<file path="src/rtl/piarb_queue_ctl.sv">
// Per-PU descriptor queue controller: QUEUE_DEPTH circular queues held in one shared RAM,
// with registered enqueue/dequeue acks. Define PIARB_QUEUE_CTL_CNT_EN to add drop/error counters.
module piarb_queue_ctl #(
  parameter int QUEUE_ID_NBITS      = 5,
  parameter int QUEUE_DEPTH         = 32,
  parameter int QUEUE_ENTRIES_NBITS = 2,
  parameter int QUEUE_PAYLOAD_NBITS = 16
) (
  input  logic                           clk,
  input  logic                           rst_n,
  input  logic                           enq_req,
  input  logic [QUEUE_ID_NBITS-1:0]      enq_qid,
  input  logic [QUEUE_PAYLOAD_NBITS-1:0] enq_desc,
  output logic                           enq_ack,
  output logic                           enq_to_empty,
  output logic [QUEUE_ID_NBITS-1:0]      enq_ack_qid,
  output logic                           enq_drop,
  input  logic                           deq_req,
  input  logic [QUEUE_ID_NBITS-1:0]      deq_qid,
  output logic                           deq_depth_ack,
  output logic                           deq_depth_from_emptyp2,
  output logic [QUEUE_ID_NBITS-1:0]      deq_ack_qid,
  output logic [QUEUE_PAYLOAD_NBITS-1:0] deq_desc,
  output logic                           deq_err
`ifdef PIARB_QUEUE_CTL_CNT_EN
  ,
  output logic [15:0]                    drop_cnt,
  output logic [15:0]                    deq_err_cnt
`endif
);

  localparam int NE      = QUEUE_ENTRIES_NBITS;
  localparam int ENTRIES = 1 << NE;
  localparam int AW      = QUEUE_ID_NBITS + NE;

  typedef logic [NE:0]                    depth_t;
  typedef logic [NE-1:0]                  ptr_t;
  typedef logic [QUEUE_ID_NBITS-1:0]      qid_t;
  typedef logic [QUEUE_PAYLOAD_NBITS-1:0] payload_t;

  localparam depth_t FULL_DEPTH = ENTRIES[NE:0];

  depth_t   depth_q  [QUEUE_DEPTH];
  depth_t   depth_d  [QUEUE_DEPTH];
  ptr_t     wr_ptr_q [QUEUE_DEPTH];
  ptr_t     wr_ptr_d [QUEUE_DEPTH];
  ptr_t     rd_ptr_q [QUEUE_DEPTH];
  ptr_t     rd_ptr_d [QUEUE_DEPTH];
  payload_t mem      [QUEUE_DEPTH*ENTRIES];

  depth_t   enq_cur_depth, deq_cur_depth;
  logic     enq_ok, deq_ok, same_q;
  logic [AW-1:0] wr_addr, rd_addr;

  logic     enq_ack_q, enq_ack_d;
  logic     enq_to_empty_q, enq_to_empty_d;
  qid_t     enq_ack_qid_q, enq_ack_qid_d;
  logic     enq_drop_q, enq_drop_d;
  logic     deq_ack_q, deq_ack_d;
  logic     emptyp2_q, emptyp2_d;
  qid_t     deq_ack_qid_q, deq_ack_qid_d;
  payload_t deq_desc_q, deq_desc_d;
  logic     deq_err_q, deq_err_d;

  // Both ops see the depth from before this cycle; full/empty decisions never chain.
  assign enq_cur_depth = depth_q[enq_qid];
  assign deq_cur_depth = depth_q[deq_qid];
  assign enq_ok        = enq_req && (enq_cur_depth != FULL_DEPTH);
  assign deq_ok        = deq_req && (deq_cur_depth != '0);
  assign same_q        = (enq_qid == deq_qid);
  assign wr_addr       = {enq_qid, wr_ptr_q[enq_qid]};
  assign rd_addr       = {deq_qid, rd_ptr_q[deq_qid]};

  always_comb begin
    depth_d  = depth_q;
    wr_ptr_d = wr_ptr_q;
    rd_ptr_d = rd_ptr_q;
    // NOTE: blocking updates here accumulate, so a same-qid enq+deq nets to no depth change.
    if (enq_ok) begin
      wr_ptr_d[enq_qid] = wr_ptr_q[enq_qid] + ptr_t'(1);
      depth_d[enq_qid]  = depth_d[enq_qid] + depth_t'(1);
    end
    if (deq_ok) begin
      rd_ptr_d[deq_qid] = rd_ptr_q[deq_qid] + ptr_t'(1);
      depth_d[deq_qid]  = depth_d[deq_qid] - depth_t'(1);
    end
  end

  always_comb begin
    enq_ack_d      = enq_ok;
    enq_drop_d     = enq_req && !enq_ok;
    enq_to_empty_d = enq_ok && (enq_cur_depth == '0);
    enq_ack_qid_d  = enq_req ? enq_qid : '0;
    deq_ack_d      = deq_req;
    deq_err_d      = deq_req && !deq_ok;
    // A same-cycle enqueue to a queue holding one entry keeps it eligible after this dequeue.
    emptyp2_d      = deq_ok && ((deq_cur_depth > depth_t'(1)) ||
                                (same_q && enq_ok));
    deq_ack_qid_d  = deq_req ? deq_qid : '0;
    deq_desc_d     = deq_ok ? mem[rd_addr] : '0;
  end

  // NOTE: the descriptor RAM has no reset; depth counters alone define which entries are valid.
  always_ff @(posedge clk) begin
    if (enq_ok) mem[wr_addr] <= enq_desc;
  end

  always_ff @(posedge clk or negedge rst_n) begin
    if (!rst_n) begin
      depth_q        <= '{default: '0};
      wr_ptr_q       <= '{default: '0};
      rd_ptr_q       <= '{default: '0};
      enq_ack_q      <= 1'b0;
      enq_to_empty_q <= 1'b0;
      enq_ack_qid_q  <= '0;
      enq_drop_q     <= 1'b0;
      deq_ack_q      <= 1'b0;
      emptyp2_q      <= 1'b0;
      deq_ack_qid_q  <= '0;
      deq_desc_q     <= '0;
      deq_err_q      <= 1'b0;
    end else begin
      depth_q        <= depth_d;
      wr_ptr_q       <= wr_ptr_d;
      rd_ptr_q       <= rd_ptr_d;
      enq_ack_q      <= enq_ack_d;
      enq_to_empty_q <= enq_to_empty_d;
      enq_ack_qid_q  <= enq_ack_qid_d;
      enq_drop_q     <= enq_drop_d;
      deq_ack_q      <= deq_ack_d;
      emptyp2_q      <= emptyp2_d;
      deq_ack_qid_q  <= deq_ack_qid_d;
      deq_desc_q     <= deq_desc_d;
      deq_err_q      <= deq_err_d;
    end
  end

  assign enq_ack                = enq_ack_q;
  assign enq_to_empty           = enq_to_empty_q;
  assign enq_ack_qid            = enq_ack_qid_q;
  assign enq_drop               = enq_drop_q;
  assign deq_depth_ack          = deq_ack_q;
  assign deq_depth_from_emptyp2 = emptyp2_q;
  assign deq_ack_qid            = deq_ack_qid_q;
  assign deq_desc               = deq_desc_q;
  assign deq_err                = deq_err_q;

`ifdef PIARB_QUEUE_CTL_CNT_EN
  logic [15:0] drop_cnt_q, drop_cnt_d;
  logic [15:0] deq_err_cnt_q, deq_err_cnt_d;

  // Counters advance together with the pulse they count and stick at all-ones.
  always_comb begin
    drop_cnt_d    = drop_cnt_q;
    deq_err_cnt_d = deq_err_cnt_q;
    if (enq_drop_d && (drop_cnt_q != 16'hFFFF))   drop_cnt_d    = drop_cnt_q + 16'd1;
    if (deq_err_d && (deq_err_cnt_q != 16'hFFFF)) deq_err_cnt_d = deq_err_cnt_q + 16'd1;
  end

  always_ff @(posedge clk or negedge rst_n) begin
    if (!rst_n) begin
      drop_cnt_q    <= '0;
      deq_err_cnt_q <= '0;
    end else begin
      drop_cnt_q    <= drop_cnt_d;
      deq_err_cnt_q <= deq_err_cnt_d;
    end
  end

  assign drop_cnt    = drop_cnt_q;
  assign deq_err_cnt = deq_err_cnt_q;
`endif

endmodule

</file>
<file path="config.mk">
export PLATFORM = sky130hd
export DESIGN_NAME = piarb_queue_ctl
export DESIGN_NICKNAME = d
export VERILOG_FILES = /design/src/rtl/piarb_queue_ctl.sv
export SDC_FILE = /design/constraint.sdc
export NUM_CORES = 2
export LEC_CHECK = 0
export CORE_MARGIN = 3
export CORE_UTILIZATION = 35
export DETAILED_ROUTE_END_ITERATION = 7
export SLEW_MARGIN = 20
export SYNTH_ARGS = -nofsm -noshare
export SYNTH_HDL_FRONTEND = slang
export SYNTH_SLANG_ARGS = --single-unit
</file>
<file path="constraint.sdc">
create_clock -name clk -period 5.7 [get_ports clk]
set_input_delay 1.71 -clock clk [delete_from_list [all_inputs] [get_ports clk]]
set_output_delay 1.71 -clock clk [all_outputs]
set_load 0.01 [all_outputs]
</file>
# --- Word level (Yosys, flattened, before mapping) ---
# Memory sizes are Yosys's and may differ from the RTL's.
# Cells that the tools add are included.
word_totals:
  ff_bits: 256
  mem_bits_rw: 2048
  input_bits: 30
  output_inout_bits: 32
  wordCells: 167
  memories: 1
mem_list:
  columns: ["memory", "words", "word_bits", "rd", "rd_clocked_by_memory_dff", "write_ports", "line", "rtl"]
  rows:
  - ["mem", 128, 16, 1, 0, 1, "49", "payload_t mem [QUEUE_DEPTH*ENTRIES];"]
classes:
  addsub: 4
  n_lt_le_gt_ge: 5
  eq_ne: 2
  muxes: 34
  bitwise_logic: 2
  reduce_logical: 14
ops:
  columns: ["cell", "count"]
  rows:
  - ["bitwise mux 96 bit", 2]
  - ["two-way mux 96 bit", 2]
  - ["bitwise mux 64 bit", 2]
  - ["binary-select mux 3 bit (select 5 bit)", 3]
  - ["demux 3 bit (select 5 bit)", 2]
  - ["two-way mux 3 bit", 8]
  - ["binary-select mux 2 bit (select 5 bit)", 2]
  - ["demux 2 bit (select 5 bit)", 2]
  - ["two-way mux 16 bit", 1]
  - [">= comparator 6 bit (second input constant)", 2]
  - ["less-than comparator 6 x 1 -> 1 bit (second input constant)", 2]
  - ["two-way mux 2 bit", 6]
  - ["NOT 5 -> 6 bit", 2]
  - ["two-way mux 5 bit", 2]
  - ["logical AND 1 bit", 9]
  - ["== test 5 bit", 1]
  - ["adder 2 x 1 -> 2 bit (second input constant)", 2]
  - ["adder 3 x 1 -> 3 bit (second input constant)", 1]
  - ["> comparator 3 x 1 -> 1 bit (second input constant)", 1]
  - ["zero test 3 bit", 1]
  - ["inequality test 3 bit (second input constant)", 1]
  - ["nonzero test 3 bit", 1]
  - ["subtractor 3 x 1 -> 3 bit (second input constant)", 1]
  - ["zero test 1 bit", 2]
  - ["other kinds (2)", 3]

# --- Depth between registers and ports, before layout ---
logic_depth:
  ltp_word: 13
  ltp_mapped: 27
  ltp_nobuf: 19

# --- Worst setup path before layout ---
# Ideal clock, no wire load.
synth_path:
  path_type: "in2reg"
  start: "input enq_qid[0]"
  end: "register depth_q[40] (netlist name)"
  setup_time_ns: 0.079
  arrival_time_ns: 6.901
  slack_ns: -1.280
  cell_stages: 23
  path_buffers: 8
  cell_sequence: "buf_4 -> buf_4 -> buf_4 -> buf_1 -> mux4_2 -> mux4_2 -> mux2i_1 -> ha_1 -> inv_1 -> a41oi_2 -> buf_4 -> buf_6 -> or2_2 -> clkbuf_1 -> mux2i_1 -> mux4_2 -> o22ai_2 -> nor3_1 -> ha_1 -> inv_1 -> clkbuf_1 -> nor2_1 -> a21oi_1"
synth_rtl:
  columns: ["item", "line", "rtl"]
  rows:
  - ["start, declared", "12", "input logic [QUEUE_ID_NBITS-1:0] enq_qid,"]
  - ["end signal, assigned", "123", "depth_q <= depth_d;"]
  - ["end, declared", "43", "depth_t depth_q [QUEUE_DEPTH];"]

==> summary.md <==
| Metric | Value |
|---|---|
| Reg power frac | `42.4%` |
| CP peak stage delay | `0.51 ns` |
| Clock power frac | `32.0%` |
| Internal | `33.3 mW` |
| Minimum clock period | `5.57 ns` |
| Design Area, Final | `116000 um^2` |
| CORE AREA | `272000 um^2` |
| Max_cap viols | `0` |
| Max VDD drop | `0.000278 V` |
| Vias per cell | `5.56` |
| # hold bufs at CTS | `0` |
| CTS tree | `yes` |
| Setup WS post-layout | `0.134 ns` |
| P per Cell Area | `413 nW/um^2` |
| Dominant cells by area after synthesis | `edfxtp_1 (64%), mux2i_1 (8.2%), dfrtp_1 (6.7%)` |
| CP max stage cell | `mux4_2` |
| Psw | `14.4 mW` |
| CP Max Fanout | `20` |
| Die X | `530 um` |
| Worst setup path startpoint | `enq_qid[0]` |
| Layout Area Growth over Synthesis | `20.5%` |
| Initial DRC Count | `6717` |
| GRT Util Overall | `21.0%` |
| Most frequent cell after synthesis | `edfxtp_1` |
| Area of the mapped netlist | `96000 um^2` |
| Outcome | `finished, final reports clean` |
| Grt ovf | `0` |
| CTS Sinks | `2304` |
| Maximum root-to-sink buffer count | `4` |
| Number of enable flip-flop cells after synthesis | `2048` |
| Slew HR | `24.8%` |
| Top cells by count, synth | `edfxtp_1 (2048), mux2i_1 (782), nand2_1 (607), a211oi_1 (261), dfrtp_1 (256)` |
| Synthesized Nets | `6032` |
| Syn_area_per_cell | `16.0 um^2` |
| Cell taking the most area after synthesis | `edfxtp_1` |
| Critical path launch point type | `primary input` |
| Comb pwr share | `25.6%` |
| Final period utilization | `97.7%` |
| Clk root buf | `clkbuf_16` |
| Ys flop type | `edfxtp_1` |
| RSZ-0062 raised after global routing | `false` |
| Slew Limit Fails | `0` |
| Detailed-router iteration count before antenna repair | `6` |
| First-pass GRT wire length | `427000 um` |
| Top cell type's share of synthesized area | `64.1%` |
| Number of global-route vias before repair | `56616` |
| Cells after Synth | `5999` |
| Final wirelength | `301000 um` |
| Worst Hold Launch | `rd_ptr_q[42]` |
| Sw frac | `30.2%` |
| WL/cell | `28.5 um` |
| Final core occ | `42.5%` |
| CTS H-tree depth | `4` |
| Cell Count, Final, Fillers Out | `10543` |
| Sequential-to-total area share from yosys stat | `70.7%` |
| Post-DP HPWL | `200000 um` |
| Dpl cells | `10105` |
| Initial antenna violation count | `12` |
| Max frequency | `0.180 GHz` |
| Ratio of cells with drive above 1 in the final layout | `24.2%` |
| Ys async rst share | `11.1%` |
| # IOs | `62` |
| Launch point of the worst reg-to-reg path | `depth_q[37]` |
| Ys Warns | `0` |
| Largest net degree at the start of global routing | `141` |
| FF+latch count, synth | `2304` |
| Number of buffers created by CTS | `237` |
| Placed instance area | `108000 um^2` |
| Reg clk slew, reported paths | `0.06 ns` |
| Die height | `530 um` |
| Setup TNS | `0 ns` |
| Nets | `6813` |
| Most numerous cell on the critical path | `mux4_2` |
| Routed via count | `58623` |
| Worst Clk Skew | `0.120 ns` |
| Pleak | `39.9 nW` |
| Final hold vios | `0` |
| HP Class | `reg -> reg` |
| Dpl ws | `-0.823 ns` |
| Worst Path Class, Setup | `in -> reg` |
| Starting density of the core | `35.3%` |
| Worst Path Required | `6.40 ns` |
| Antenna Nets Post-Route | `0` |
| Crit. End Element | `register` |
| IO buf count | `61` |
| Routability congestion estimate | `0.995` |
| Post-synth cell types | `91` |
| CP cell instances | `buf_2 -> buf_12 -> mux4_2 -> mux4_2 -> mux2i_1 -> ha_2 -> inv_4 -> a41oi_4 -> buf_6 -> buf_4 -> nor2_1 -> mux2i_1 -> mux4_2 -> nor2_1 -> a221oi_2 -> nand4_1 -> nor3_2 -> ha_4 -> xor2_4 -> buf_12 -> o21ai_1` |
| Final setup vio count | `0` |
| Worst Path Arrival | `6.27 ns` |
| Clk_lat worst skew | `0.93 ns` |
| Worst Tran Pin Value | `1.13 ns` |
| Die area | `281000 um^2` |
| DRC | `0` |
| Num rows | `191` |
==> cell usage in the layout, fill, tap and decap left out, types with 44 or more instances in the layout <==
cell type  instances
edfxtp_1        2048
mux2i_1          780
buf_4            726
nand2_1          604
a211oi_1         261
dfrtp_1          256
clkbuf_16        237
mux4_2           215
and2_1           197
buf_12           173
nor2_1           160
a21oi_1          138
a31oi_1          132
o21ai_0          106
nor2_2            86
mux2_2            76
a311oi_1          66
clkinv_1          51
a22oi_1           50
clkinv_2          49
o22ai_1           45
clkbuf_1          44
==> area by class of cell <==
cell class	count	area, um^2
timing repair buffer	948	9410
inverter	23	88.8
clock inverter	139	1380
fill	24153	156000
antenna	4	10.0
clock buffer	289	6210
tap	3570	4470
sequential	2304	67900
multi-input combinational	3266	26200
==> cell families (layout without fill, tap and decap cells) <==
kind of cell             after synthesis  in the layout  synth area share, %
other                                  0              4                    0
AND/OR/NAND/NOR                     1254           1254                 6.05
multiplexers                        1073           1073                 14.1
flip-flops                          2304           2304                 70.7
AO/OA/AOI/OAI                        928            928                 6.58
XOR/XNOR                               8              8               0.0808
adder cells (fa/ha/maj)                3              3               0.0391
buffers and inverters                429           1399                 2.43
==> power groups by stage <==
stage | combinational (mW) | sequential (mW) | clock (mW)
CTS | 12.1 | 20.2 | 15.5
global placement | 12.0 | 20.6 | 0
global route | 12.9 | 20.2 | 16.2
floorplan | 7.13 | 19.9 | 0
finish | 12.2 | 20.2 | 15.3
detailed placement | 12.1 | 20.5 | 0
==> worst max-delay path, delay by kind of cell <==
family	cells	cell delay, ns
buffers and inverters	6	0.95
XOR/XNOR	1	0.19
AO/OA/AOI/OAI	3	0.61
AND/OR/NAND/NOR	4	0.57
multiplexers	5	1.72
adder cells (fa/ha/maj)	2	0.49
==> stage by stage <==
step | hold slack (ns) | total power [mW]
after floorplan | 0.441 | 27.0
after global placement | 0.458 | 32.5
after detailed placement | 0.467 | 32.6
after CTS | 0.480 | 47.8
after global routing | 0.493 | 49.3
final | 0.479 | 47.8
==> worst paths after layout <==
path | depth (start not counted) | end | slack, ns
min in group asynchronous | 1 | deq_ack_qid[0] | 0.69
worst min register to register | 2 | rd_ptr_q[42] | 0.48
worst max-delay path | 21 | depth_q[77] | 0.13
worst max register to register | 19 | depth_q[77] | 0.73
worst min-delay path | 2 | rd_ptr_q[42] | 0.48
max in group asynchronous | 2 | wr_ptr_q[46] | 3.90
==> state kept, by name, indices dropped and copies added (netlist names) <==
signal,count
deq_ack_qid,5
deq_desc,16
enq_to_empty,1
depth_q,96
enq_ack,1
deq_err,1
rd_ptr_q,64
deq_depth_ack,1
deq_depth_from_emptyp2,1
enq_ack_qid,5
wr_ptr_q,64
mem,2048
enq_drop,1
==> layer usage <==
layer | part of all wire [%] | wire, um | GRT usage [%]
met1 | 43 | 130000 | 30.6
met2 | 45 | 135000 | 32.1
met3 | 8.4 | 25200 | 3.66
met4 | 3.3 | 9820 | 6.10
met5 | 0.0063 | 19 | 0
==> timing repair <==
action	in CTS	in global routing
endpoints found under the setup margin	0	64
resized for setup	0	14
buffers inserted	0	5
Note: power is estimated with default switching activity, not from simulation.
